$ cat src/rtl/img_cap_pkg.sv
// Shared image-capture definitions: active-level constants and the frame-buffer
// read FSM state type.
package img_cap_pkg;

   localparam logic ASSERT_L   = 1'b0;
   localparam logic DEASSERT_L = 1'b1;
   localparam logic ASSERT_H   = 1'b1;
   localparam logic DEASSERT_H = 1'b0;

   typedef enum logic [1:0] {
      S_IDLE  = 2'd0,
      S_ISSUE = 2'd1,
      S_DRAIN = 2'd2,
      S_DONE  = 2'd3
   } fb_rd_state_t;

endpackage

$ cat src/rtl/fb_rd_ctrl_if.sv
// Frame-buffer read bundle: capture-controller handshake, Avalon-MM read port and
// the pixel stream toward the output FIFO.
interface fb_rd_ctrl_if #(
   parameter int unsigned ADDR_WIDTH = 25,
   parameter int unsigned DATA_WIDTH = 32
);
   logic                  rd_en;
   logic                  avl_ready;
   logic                  avl_read;
   logic [ADDR_WIDTH-1:0] avl_address;
   logic                  avl_readdatavalid;
   logic [DATA_WIDTH-1:0] avl_readdata;
   logic [DATA_WIDTH-1:0] rd_data;
   logic                  rd_data_valid;
   logic                  rd_done;

   modport master (
      input  rd_en, avl_ready, avl_readdatavalid, avl_readdata,
      output avl_read, avl_address, rd_data, rd_data_valid, rd_done
   );

   modport slave (
      output rd_en, avl_ready, avl_readdatavalid, avl_readdata,
      input  avl_read, avl_address, rd_data, rd_data_valid, rd_done
   );
endinterface

$ cat src/rtl/fb_rd_credit.sv
// Outstanding-read credit counter: +1 per accepted read, -1 per return,
// saturating at zero, with a registered zero flag and a look-ahead full flag.
module fb_rd_credit #(
   parameter int unsigned MAX_OUTSTANDING = 8
) (
   input  logic clk,
   input  logic reset,
   input  logic inc_i,
   input  logic dec_i,
   output logic zero_o,
   output logic full_nxt_c_o
);
   localparam int unsigned OW = $clog2(MAX_OUTSTANDING + 1);

   logic [OW-1:0] cnt_q, cnt_d;
   logic          zero_q;

   always_comb begin
      cnt_d = cnt_q;
      if (inc_i && !dec_i)
         cnt_d = cnt_q + OW'(1);
      else if (dec_i && !inc_i && (cnt_q != '0))
         cnt_d = cnt_q - OW'(1);
   end

   always_ff @(posedge clk) begin
      if (reset) begin
         cnt_q  <= '0;
         zero_q <= 1'b1;
      end else begin
         cnt_q  <= cnt_d;
         zero_q <= (cnt_d == '0);
      end
   end

   assign zero_o       = zero_q;
   assign full_nxt_c_o = (cnt_d >= OW'(MAX_OUTSTANDING));
endmodule

$ cat src/rtl/fb_rd_ctrl.sv
// Frame-buffer read master: reads one frame of words over Avalon-MM and forwards
// returns as a pixel stream. Define FB_RD_REPEAT_EN to re-read the frame while rd_en stays low.
module fb_rd_ctrl
   import img_cap_pkg::*;
#(
   parameter int unsigned ADDR_WIDTH      = 25,
   parameter int unsigned DATA_WIDTH      = 32,
   parameter int unsigned BASE_ADDR       = 0,
   parameter int unsigned FRAME_WORDS     = 307200,
   parameter int unsigned MAX_OUTSTANDING = 8
) (
   input  logic         clk,
   input  logic         reset,
   fb_rd_ctrl_if.master bus
);
   localparam int unsigned CW = $clog2(FRAME_WORDS + 1);

   fb_rd_state_t          state_q;
   logic [CW-1:0]         issued_q, issued_d;
   logic [CW-1:0]         returned_q, returned_d;
   logic [ADDR_WIDTH-1:0] addr_q;
   logic [DATA_WIDTH-1:0] rd_data_q;
   logic                  read_q, read_d;
   logic                  rd_valid_q;
   logic                  done_q;
   logic                  accept, ret;
   logic                  cr_zero, cr_full_nxt;

   // Returns are only honoured while reads are owed; strays after a reset are dropped.
   assign accept     = read_q & bus.avl_ready;
   assign ret        = bus.avl_readdatavalid & ~cr_zero;
   assign issued_d   = issued_q + CW'(accept);
   assign returned_d = returned_q + CW'(ret);

   // A pending request holds until accepted; otherwise look ahead one edge.
   assign read_d = (read_q & ~bus.avl_ready) |
                   ((bus.rd_en == ASSERT_L) & (issued_d < CW'(FRAME_WORDS)) & ~cr_full_nxt);

   fb_rd_credit #(.MAX_OUTSTANDING(MAX_OUTSTANDING)) u_credit (
      .clk          (clk),
      .reset        (reset),
      .inc_i        (accept),
      .dec_i        (ret),
      .zero_o       (cr_zero),
      .full_nxt_c_o (cr_full_nxt)
   );

   always_ff @(posedge clk) begin
      if (reset) begin
         state_q    <= S_IDLE;
         read_q     <= DEASSERT_H;
         addr_q     <= ADDR_WIDTH'(BASE_ADDR);
         issued_q   <= '0;
         returned_q <= '0;
         rd_data_q  <= '0;
         rd_valid_q <= DEASSERT_H;
         done_q     <= ASSERT_H;
      end else begin
         rd_valid_q <= ret;
         if (ret)
            rd_data_q <= bus.avl_readdata;
         issued_q   <= issued_d;
         returned_q <= returned_d;
         if (accept) begin
            addr_q <= addr_q + ADDR_WIDTH'(1);
            done_q <= DEASSERT_H;
         end

         unique case (state_q)
            S_IDLE: begin
               read_q <= DEASSERT_H;
               if (bus.rd_en == ASSERT_L) begin
                  state_q <= S_ISSUE;
                  read_q  <= read_d;
               end
            end
            S_ISSUE: begin
               read_q <= read_d;
               if (issued_d == CW'(FRAME_WORDS))
                  state_q <= S_DRAIN;
            end
            S_DRAIN: begin
               read_q <= DEASSERT_H;
               // Done is entered one edge after the last return so rd_done trails rd_data_valid.
               if (returned_q == CW'(FRAME_WORDS)) begin
                  state_q    <= S_DONE;
                  done_q     <= ASSERT_H;
                  addr_q     <= ADDR_WIDTH'(BASE_ADDR);
                  issued_q   <= '0;
                  returned_q <= '0;
               end
            end
            S_DONE: begin
               read_q <= DEASSERT_H;
               addr_q <= ADDR_WIDTH'(BASE_ADDR);
               if (bus.rd_en == DEASSERT_L)
                  state_q <= S_IDLE;
`ifdef FB_RD_REPEAT_EN
               else begin
                  state_q <= S_ISSUE;
                  read_q  <= read_d;
               end
`endif
            end
            default: state_q <= S_IDLE;
         endcase
      end
   end

   assign bus.avl_read      = read_q;
   assign bus.avl_address   = addr_q;
   assign bus.rd_data       = rd_data_q;
   assign bus.rd_data_valid = rd_valid_q;
   assign bus.rd_done       = done_q;
endmodule

$ cat src/flat_wrapper.sv
// flat-port wrapper written by rule: the top's interface ports become plain ports
module fb_rd_ctrl_flat import img_cap_pkg::*;
#(
   parameter int unsigned ADDR_WIDTH      = 25,
   parameter int unsigned DATA_WIDTH      = 32,
   parameter int unsigned BASE_ADDR       = 0,
   parameter int unsigned FRAME_WORDS     = 307200,
   parameter int unsigned MAX_OUTSTANDING = 8
)
  (clk, reset, bus_rd_en, bus_avl_ready, bus_avl_readdatavalid, bus_avl_readdata, bus_avl_read, bus_avl_address, bus_rd_data, bus_rd_data_valid, bus_rd_done);
  fb_rd_ctrl_if #(.ADDR_WIDTH(ADDR_WIDTH), .DATA_WIDTH(DATA_WIDTH)) bus_i ();
  input  logic clk;
  input  logic reset;
  input wire logic [$bits(bus_i.rd_en)-1:0] bus_rd_en;
  input wire logic [$bits(bus_i.avl_ready)-1:0] bus_avl_ready;
  input wire logic [$bits(bus_i.avl_readdatavalid)-1:0] bus_avl_readdatavalid;
  input wire logic [$bits(bus_i.avl_readdata)-1:0] bus_avl_readdata;
  output wire logic [$bits(bus_i.avl_read)-1:0] bus_avl_read;
  output wire logic [$bits(bus_i.avl_address)-1:0] bus_avl_address;
  output wire logic [$bits(bus_i.rd_data)-1:0] bus_rd_data;
  output wire logic [$bits(bus_i.rd_data_valid)-1:0] bus_rd_data_valid;
  output wire logic [$bits(bus_i.rd_done)-1:0] bus_rd_done;
  assign bus_i.rd_en = bus_rd_en;
  assign bus_i.avl_ready = bus_avl_ready;
  assign bus_i.avl_readdatavalid = bus_avl_readdatavalid;
  assign bus_i.avl_readdata = bus_avl_readdata;
  assign bus_avl_read = bus_i.avl_read;
  assign bus_avl_address = bus_i.avl_address;
  assign bus_rd_data = bus_i.rd_data;
  assign bus_rd_data_valid = bus_i.rd_data_valid;
  assign bus_rd_done = bus_i.rd_done;
  fb_rd_ctrl #(.ADDR_WIDTH(ADDR_WIDTH), .DATA_WIDTH(DATA_WIDTH), .BASE_ADDR(BASE_ADDR), .FRAME_WORDS(FRAME_WORDS), .MAX_OUTSTANDING(MAX_OUTSTANDING)) u_core (.clk(clk), .reset(reset), .bus(bus_i));
endmodule
$ cat config.mk
export PLATFORM = sky130hd
export DESIGN_NAME = fb_rd_ctrl_flat
export DESIGN_NICKNAME = d
export VERILOG_FILES = /design/src/rtl/img_cap_pkg.sv /design/src/rtl/fb_rd_ctrl_if.sv /design/src/rtl/fb_rd_credit.sv /design/src/rtl/fb_rd_ctrl.sv /design/src/flat_wrapper.sv
export SDC_FILE = /design/constraint.sdc
export NUM_CORES = 1
export LEC_CHECK = 0
export CAP_MARGIN = 10
export CORE_ASPECT_RATIO = 1.25
export CORE_UTILIZATION = 42
export CTS_BUF_LIST = sky130_fd_sc_hd__clkbuf_4 sky130_fd_sc_hd__clkbuf_8
export CTS_CLUSTER_DIAMETER = 80
export DETAILED_ROUTE_END_ITERATION = 8
export PLACE_DENSITY = 0.72
export RECOVER_POWER = 25
export SLEW_MARGIN = 20
export SYNTH_ARGS = -nofsm -noshare
export SYNTH_HDL_FRONTEND = slang
export SYNTH_SLANG_ARGS = --single-unit
$ cat constraint.sdc
create_clock -name clk -period 9.1 [get_ports clk]
set_clock_uncertainty 0.15 [all_clocks]
set_input_delay 2.275 -clock clk [delete_from_list [all_inputs] [get_ports clk]]
set_output_delay 2.275 -clock clk [all_outputs]
set_load 0.02 [all_outputs]
==> results.toml, run 1 <==
[timing]
hold_viol = 0
final.period_utilization_pct = 58.8
maxSlewViolCount = 43
final.setup.tns_ns = 0
grt_setup_unrepaired = "false"
relSlewSlack_pct = -25.3
setup_viol = 0
min_period_ns = 5.35
tightest_slew_ns = 1.88
max_freq_ghz = 0.187

[clock_network]
cts_sinks = 105
clock_path_buffers = 2
clock-root-buffer = "clkbuf_8"
cts_buffers = 9
cts.htree.levels = 3
cts_resized = 0
clkSlewWorstSetupHoldPaths_ns = 0.11
post_cts_buffers = 0
cts_tree = "yes"
holdBufCountCts = 0
clk-insertion-delay-late_ns = 0.37

[layout]
final_cells = 795
multi_input_area_sq_um = 2420
layout.nets = 706
fin_util_pct = 55.3
area.growth.synth_to_final_pct = 26.5
final_cell_mix = "105 x dfxtp_1, 96 x nand2_1, 88 x clkdlybuf4s50_1"
layout_commonest_cell = "dfxtp_1"
regArea_sq_um = 2100
fillers = 999
final_area_sq_um = 5960
drive_above_1_share_pct = 3.92
antenna_cells_inserted = 0

[placed_design]
place_congestion = 0.808
placed_cells = 779
portBuffers = 96
hpwl_mm = 7.43
placed_area_sq_um = 5740

[flow_run]
cap_violations = 1

[worst_setup_path]
ff2ff_path_depth = 10
rrSetupSlack_ns = 6.17
rr_startpoint = "u_core.bus.avl_read"
r2r-end = "u_core.state_q[0]"
cp-start-kind = "input port"
critPathCaptureType = "flip-flop"
crit_type = "in -> reg"
worstPathMaxFanout = 42
arrival_ns = 5.43
critPathRequiredTime_ns = 9.18

[route]
wl_per_cell_microns = 13.1
totalWireLength_mm = 10.4
via_count = 4141
vias_per_cell = 5.21
drt.antenna.violating_nets = 0
drt-pass1-iter-count = 4
drc = 0
drt-initial-drc-count = 160

[power_and_ir_drop]
leakagePower_uw = 0.00209
peakVddDrop_mv = 0.0802
pwr_density_cell_nw_per_um2 = 174

[floorplan]
die_y_microns = 120
die_area_sq_um = 11600
row_count = 42
coreArea_sq_um = 10800
start_util_pct = 43.7
fp.dieW_microns = 96.7
ios = 97

[worst_hold_path]
hold-path-endpoint = "u_core.bus.rd_data[30]"
hp-class = "reg -> reg"
min_path_cells = 2
worstHoldStart = "u_core.bus.rd_data[30]"

[synthesis]
yosysUniqueCellTypes = 49
synthFlopType = "dfxtp_1"
synth-seq-cells = 105
synth_nets = 620
synth.avg_cell_area_sq_um = 8.24
seq_area_frac_synth_pct = 44.6
syn_inst = 572
ys_warn_count = 0
async_reset_ff_share_pct = 0
netlist_area_sq_um = 4710
synth-edff-count = 0

[run_status]
violations = "capacitance limit, slew limit"
status = "finished, violations left"

[global_route]
first_global_vias = 3828
grt_pass1_wl_mm = 17.4
grt-ovfl-total = 0
antenna_found_initial = 0
track_usage_pct = 18.0
grt_max_degree = 43
==> worst max path at each step <==
stage	depth (start not counted)	slack (ns)	startpoint	endpoint
after floorplan	12	4.56	bus_avl_ready	u_core.state_q[0]
after global placement	11	3.87	bus_avl_ready	u_core.state_q[0]
after detailed placement	11	3.80	bus_avl_ready	u_core.state_q[0]
after CTS	11	4.18	bus_avl_ready	u_core.state_q[0]
after global routing	6	3.37	reset	u_core.bus.avl_address[18]
final	6	3.75	reset	u_core.bus.avl_address[18]
==> critical path, stage by stage <==
cell and delay, ns:
dlygate4sd3_1 0.52, clkbuf_1 1.33, inv_1 0.35, nand2_1 0.19, a21o_1 0.62, nor2_1 0.12
==> synthesized netlist by cell type (11+ instances only) <==
library cell	instances	area share (%)
xor2_1	35	6.5
nand4_1	21	2.8
nand2_1	96	7.6
nand3_1	23	2.4
xnor2_1	18	3.3
nor2_1	83	6.6
inv_1	17	1.4
a21oi_1	44	4.7
clkbuf_1	14	1.1
ha_1	11	2.9
o21ai_0	13	1.4
dfxtp_1	105	45
==> logic make-up (layout without fill, tap and decap cells) <==
kind of cell	after synthesis	in the layout	synth area share, %
AO/OA/AOI/OAI	76	76	9.59
XOR/XNOR	53	53	9.85
multiplexers	4	4	0.850
AND/OR/NAND/NOR	280	280	28.1
flip-flops	105	105	44.6
adder cells (fa/ha/maj)	11	11	2.92
buffers and inverters	43	134	4.09
==> metrics by stage <==
stage	power (uW)	hold slack, ns	setup slack, ns
6_report	1040	0.306	3.75
5_1_grt	1090	0.333	3.37
3_3_place_gp	724	0.290	3.87
3_5_place_dp	733	0.295	3.80
4_1_cts	1050	0.309	4.18
2_1_floorplan	650	0.319	4.56
==> layer usage <==
| layer | vias to the layer above | share of wire [%] | global-route usage (%) |
|---|---|---|---|
| met5 | - | 0 | 0 |
| met2 | 82 | 49 | 31.5 |
| met1 | 1940 | 45 | 21.6 |
| met4 | 0 | 2.1 | 7.37 |
| met3 | 15 | 3.5 | 3.53 |
| li1 | 2104 | - | - |
==> flip-flops by register name, summed over array words and instances (netlist names) <==
name / cells
u_core.returned_q: 19
u_core.bus.rd_data_valid: 1
u_core.bus.rd_done: 1
u_core.u_credit.cnt_q: 4
u_core.issued_q: 19
u_core.bus.avl_address: 25
u_core.bus.rd_data: 32
u_core.state_q: 2
u_core.bus.avl_read: 1
u_core.u_credit.zero_o: 1
==> power by group <==
part	switching, uW	internal, uW	leakage, uW
clock network	161	157	0.000110
registers	19.0	488	0.000848
logic	119	93.8	0.00113
==> final cells by class <==
class | instances | share of cell area (%)
multi-input cells | 424 | 40.5
flip-flops and latches | 105 | 35.3
repair buffers | 99 | 16.4
well taps | 132 | 2.77
clock buffers | 9 | 2.08
clock inverters | 7 | 1.72
inverters | 19 | 1.20
No activity file was read; power rests on OpenSTA's default activity.
==> run 2, diff against run 1 <==
Clock period 9.1 ns to 5.4 ns, I/O delays scaled along.
==> results.toml, run 2 (synthesis gave the netlist of run 1 again) <==
[worst_setup_path]
cpPeakStageDelay_ns = 1.32
worstPathMaxFanout = 42
arrival_ns = 4.53
crit_type = "in -> reg"
critPathRequiredTime_ns = 5.46
crit_chain = "dlygate4sd3_1 > clkbuf_1 > inv_1 > nand2_1 > a21o_1 > nor2_1"
critPathCaptureType = "flip-flop"
cp-start-kind = "input port"
cp_slowest_cell = "clkbuf_1"

[clock_network]
cts_buffers = 9
cts.htree.levels = 3
clock_path_buffers = 2
cts_sinks = 105
clock-root-buffer = "clkbuf_8"
cts_resized = 0
clkSlewWorstSetupHoldPaths_ns = 0.09
clk-insertion-delay-late_ns = 0.36
post_cts_buffers = 0
holdBufCountCts = 0
cts_tree = "yes"

[route]
drt-pass1-iter-count = 6
via_count = 4116
drt-initial-drc-count = 130
drt.antenna.violating_nets = 0
drc = 0
wl_per_cell_microns = 13.2
totalWireLength_mm = 10.5
vias_per_cell = 5.19

[global_route]
antenna_found_initial = 0
grt_max_degree = 43
grt_pass1_wl_mm = 17.3
first_global_vias = 3932
grt-ovfl-total = 0
track_usage_pct = 17.9

[layout]
layout_commonest_cell = "dfxtp_1"
area.growth.synth_to_final_pct = 25.9
antenna_cells_inserted = 0
final_cell_mix = "105 x dfxtp_1, 96 x nand2_1, 87 x clkdlybuf4s50_1"
fin_util_pct = 55.1
layout.nets = 706
final_area_sq_um = 5930
drive_above_1_share_pct = 3.63
largest_reg_flops = 32
fillers = 1009

[worst_hold_path]
hp-class = "reg -> reg"

[run_status]
status = "finished, violations left"
violations = "capacitance limit, slew limit"

[timing]
hold_viol = 0
final.setup.tns_ns = 0
final.period_utilization_pct = 82.7
setup_viol = 0
min_period_ns = 4.46
relSlewSlack_pct = -23.7
maxSlewViolCount = 43
grt_setup_unrepaired = "false"
timing.hold.ws_ns = 0.302
tightest_slew_ns = 1.86
max_freq_ghz = 0.224

[flow_run]
cap_violations = 1

[power_and_ir_drop]
power.total_uw = 1700
clockPowerShare_pct = 28.7
peakVddDrop_mv = 0.130
combPwrFrac_pct = 20.9
pwr_density_cell_nw_per_um2 = 286
switchingPower_uw = 478
internal_power_uw = 1220
switching_share_pct = 28.1
pwr-share-seq_pct = 50.3
leakagePower_uw = 0.00209

[floorplan]
row_count = 42
start_util_pct = 43.7
coreArea_sq_um = 10800
fp.dieW_microns = 96.7
die_y_microns = 120
die_area_sq_um = 11600
ios = 97

[placed_design]
hpwl_mm = 7.57
portBuffers = 96
place_congestion = 0.878
placed_area_sq_um = 5740
-- run 2: changes by cell type in the layout (fill, tap and decap cells not counted) --
| cell | change |
|---|---|
| clkbuf_8 | +2 |
| dlygate4sd3_1 | +1 |
| clkinvlp_4 | -1 |
| inv_6 | -1 |
| clkdlybuf4s50_1 | -1 |
| clkinv_4 | -2 |
| bufinv_16 | -1 |
| clkbuf_4 | +1 |
-- run 2: routing by layer --
metal / global-route usage (%) / wire (microns) / vias up
met2: 32.8 / 5330 / 90
li1: - / - / 2106
met4: 9.05 / 240 / 0
met3: 3.12 / 339 / 16
met5: 0 / 0 / -
met1: 19.6 / 4580 / 1904
-- run 2: critical path, delay by kind of cell --
family,cells,cell delay (ns)
AOI/OAI and AO/OA,1,0.65
buffers and inverters,3,2.21
and+or+nand+nor,2,0.31
-- run 2: metrics by stage --
| stage | setup slack (ns) | cells |
|---|---|---|
| floorplan | 1.79 | 572 |
| global placement | 1.14 | 779 |
| detailed placement | 1.03 | 779 |
| CTS | 1.40 | 793 |
| global route | 0.592 | 793 |
| finish | 0.935 | 793 |
-- run 2: final cells by class --
class                      instances  area (sq um)  area share, %
timing repair buffer              99           980           16.5
sequential                       105          2100           35.4
clock inverter                     2          38.8          0.654
clock buffer                      12           159           2.68
inverter                          19          71.3           1.20
multi-input combinational        424          2420           40.7
tap                              132           165           2.78
-- run 2: worst paths after layout --
kind	endpoint	slack, ns	from	depth (start not counted)
setup / recovery	u_core.bus.avl_address[5]	0.94	reset	6
hold / removal	u_core.bus.rd_data[21]	0.30	u_core.bus.rd_data[21]	2
setup reg to reg	u_core.state_q[0]	2.44	u_core.bus.avl_read	10
hold reg to reg	u_core.bus.rd_data[21]	0.30	u_core.bus.rd_data[21]	2
-- run 2: power by group through the flow --
| stage | Clock [uW] | Sequential (uW) | Combinational (uW) |
|---|---|---|---|
| after floorplan | 0 | 906 | 189 |
| after global placement | 0 | 871 | 352 |
| after detailed placement | 0 | 873 | 361 |
| after CTS | 505 | 856 | 362 |
| after global routing | 529 | 862 | 394 |
| final | 488 | 855 | 356 |
==> run 3, diff against run 2 <==
Clock period 5.4 ns to 4.2 ns, I/O delays scaled along.
==> results.toml, run 3 (synthesis gave the netlist of run 1 again) <==
[floorplan]
fp.dieW_microns = 96.7
start_util_pct = 43.7
ios = 97
die_y_microns = 120
coreArea_sq_um = 10800
row_count = 42
die_area_sq_um = 11600

[timing]
hold_viol = 0
final.setup.tns_ns = 0
grt_setup_unrepaired = "false"
tightest_slew_ns = 1.80
min_period_ns = 3.51
setup_viol = 0
max_freq_ghz = 0.285
final.period_utilization_pct = 83.7
timing.hold.ws_ns = 0.307
relSlewSlack_pct = -20.2
maxSlewViolCount = 82

[worst_setup_path]
cp-start-kind = "input port"
crit_type = "in -> reg"
r2r-end = "u_core.issued_q[7]"
startpoint = "bus_avl_ready"
worstPathMaxFanout = 10
rrSetupSlack_ns = 1.32
rr_startpoint = "u_core.returned_q[11]"
endpoint = "u_core.state_q[0]"
arrival_ns = 3.65
critPathCaptureType = "flip-flop"
critPathRequiredTime_ns = 4.34
ff2ff_path_depth = 6

[route]
drc = 0
wl_per_cell_microns = 12.8
totalWireLength_mm = 10.2
drt-pass1-iter-count = 6
via_count = 4100
drt.antenna.violating_nets = 0
drt-initial-drc-count = 193
vias_per_cell = 5.14

[clock_network]
cts_buffers = 9
clkSlewWorstSetupHoldPaths_ns = 0.09
post_cts_buffers = 0
cts.htree.levels = 3
clock-root-buffer = "clkbuf_8"
clock_path_buffers = 2
cts_sinks = 105
cts_resized = 0
holdBufCountCts = 0
clk-insertion-delay-late_ns = 0.36
cts_tree = "yes"

[layout]
layout.nets = 709
antenna_cells_inserted = 0
fillers = 983
layout_commonest_cell = "dfxtp_1"
largest_reg_flops = 32
area.growth.synth_to_final_pct = 26.2
drive_above_1_share_pct = 4.20
final_cell_mix = "105 x dfxtp_1, 96 x nand2_1, 95 x clkdlybuf4s50_1"

[power_and_ir_drop]
peakVddDrop_mv = 0.172
internal_power_uw = 1540
switchingPower_uw = 630
pwr_density_cell_nw_per_um2 = 365
combPwrFrac_pct = 21.4
clockPowerShare_pct = 27.9
leakagePower_uw = 0.00206
pwr-share-seq_pct = 50.7
switching_share_pct = 29.0

[worst_hold_path]
worstHoldStart = "u_core.bus.rd_data[10]"
hp-class = "reg -> reg"

[run_status]
status = "finished, violations left"
violations = "capacitance limit, slew limit"

[global_route]
grt_max_degree = 42
grt_pass1_wl_mm = 17.3
track_usage_pct = 17.9
antenna_found_initial = 0
grt-ovfl-total = 0
first_global_vias = 3833

[placed_design]
place_congestion = 0.865
hpwl_mm = 7.37
portBuffers = 96

[flow_run]
cap_violations = 2
[run 3: through the flow]
stage | utilization, % | instance area (sq um) | worst slack, ns | total power [uW] | cells
floorplan | - | 4710 | 0.886 | 1410 | 572
global placement | 53.5 | 5760 | 0.486 | 1570 | 782
detailed placement | 53.5 | 5760 | 0.367 | 1590 | 782
CTS | 55.3 | 5950 | 0.748 | 2200 | 798
global route | 55.2 | 5950 | 0.437 | 2300 | 798
finish | 55.2 | 5950 | 0.687 | 2170 | 798
[run 3: worst max-delay path, stage by stage]
cell             delay [ns]
clkdlybuf4s50_1        0.49
nand2_1                0.09
inv_2                  0.08
ha_1                   0.30
and4_1                 0.47
a32oi_1                0.16
o32ai_1                0.32
nand4_1                0.19
nand4bb_1              0.23
o22ai_1                0.13
o21bai_1               0.13
[run 3: area by class of cell]
class | instances | area, sq um | share of cell area [%]
Inverter | 19 | 71.3 | 1.20
Clock buffer | 9 | 124 | 2.08
Sequential cell | 105 | 2100 | 35.3
Clock inverter | 7 | 68.8 | 1.16
Timing Repair Buffer | 102 | 998 | 16.8
Tap cell | 132 | 165 | 2.78
Multi-Input combinational cell | 424 | 2420 | 40.6
[run 3: metal layers]
| metal | wire (microns) | global-route usage, % | share of wire (%) |
|---|---|---|---|
| met1 | 4420 | 21.1 | 43 |
| met2 | 5220 | 32.1 | 51 |
| met3 | 370 | 3.47 | 3.6 |
| met4 | 175 | 7.00 | 1.7 |
| met5 | 0 | 0 | 0 |
[run 3: how the worst min path moves through the flow]
stage	to	slack, ns	cells past startpoint
6_report	u_core.bus.rd_data[10]	0.31	2
5_1_grt	u_core.bus.rd_data[12]	0.33	2
4_1_cts	u_core.bus.rd_data[21]	0.31	2
3_5_place_dp	u_core.bus.rd_data[21]	0.30	2
3_3_place_gp	u_core.bus.rd_data[6]	0.29	2
2_1_floorplan	u_core.state_q[1]	0.32	2
[run 3: power by group through the flow]
stage	sequential, uW	combinational [uW]	clock [uW]
after CTS	1100	468	628
after global placement	1120	454	0
after detailed placement	1120	466	0
final	1100	465	606
after global routing	1110	513	679
after floorplan	1170	243	0
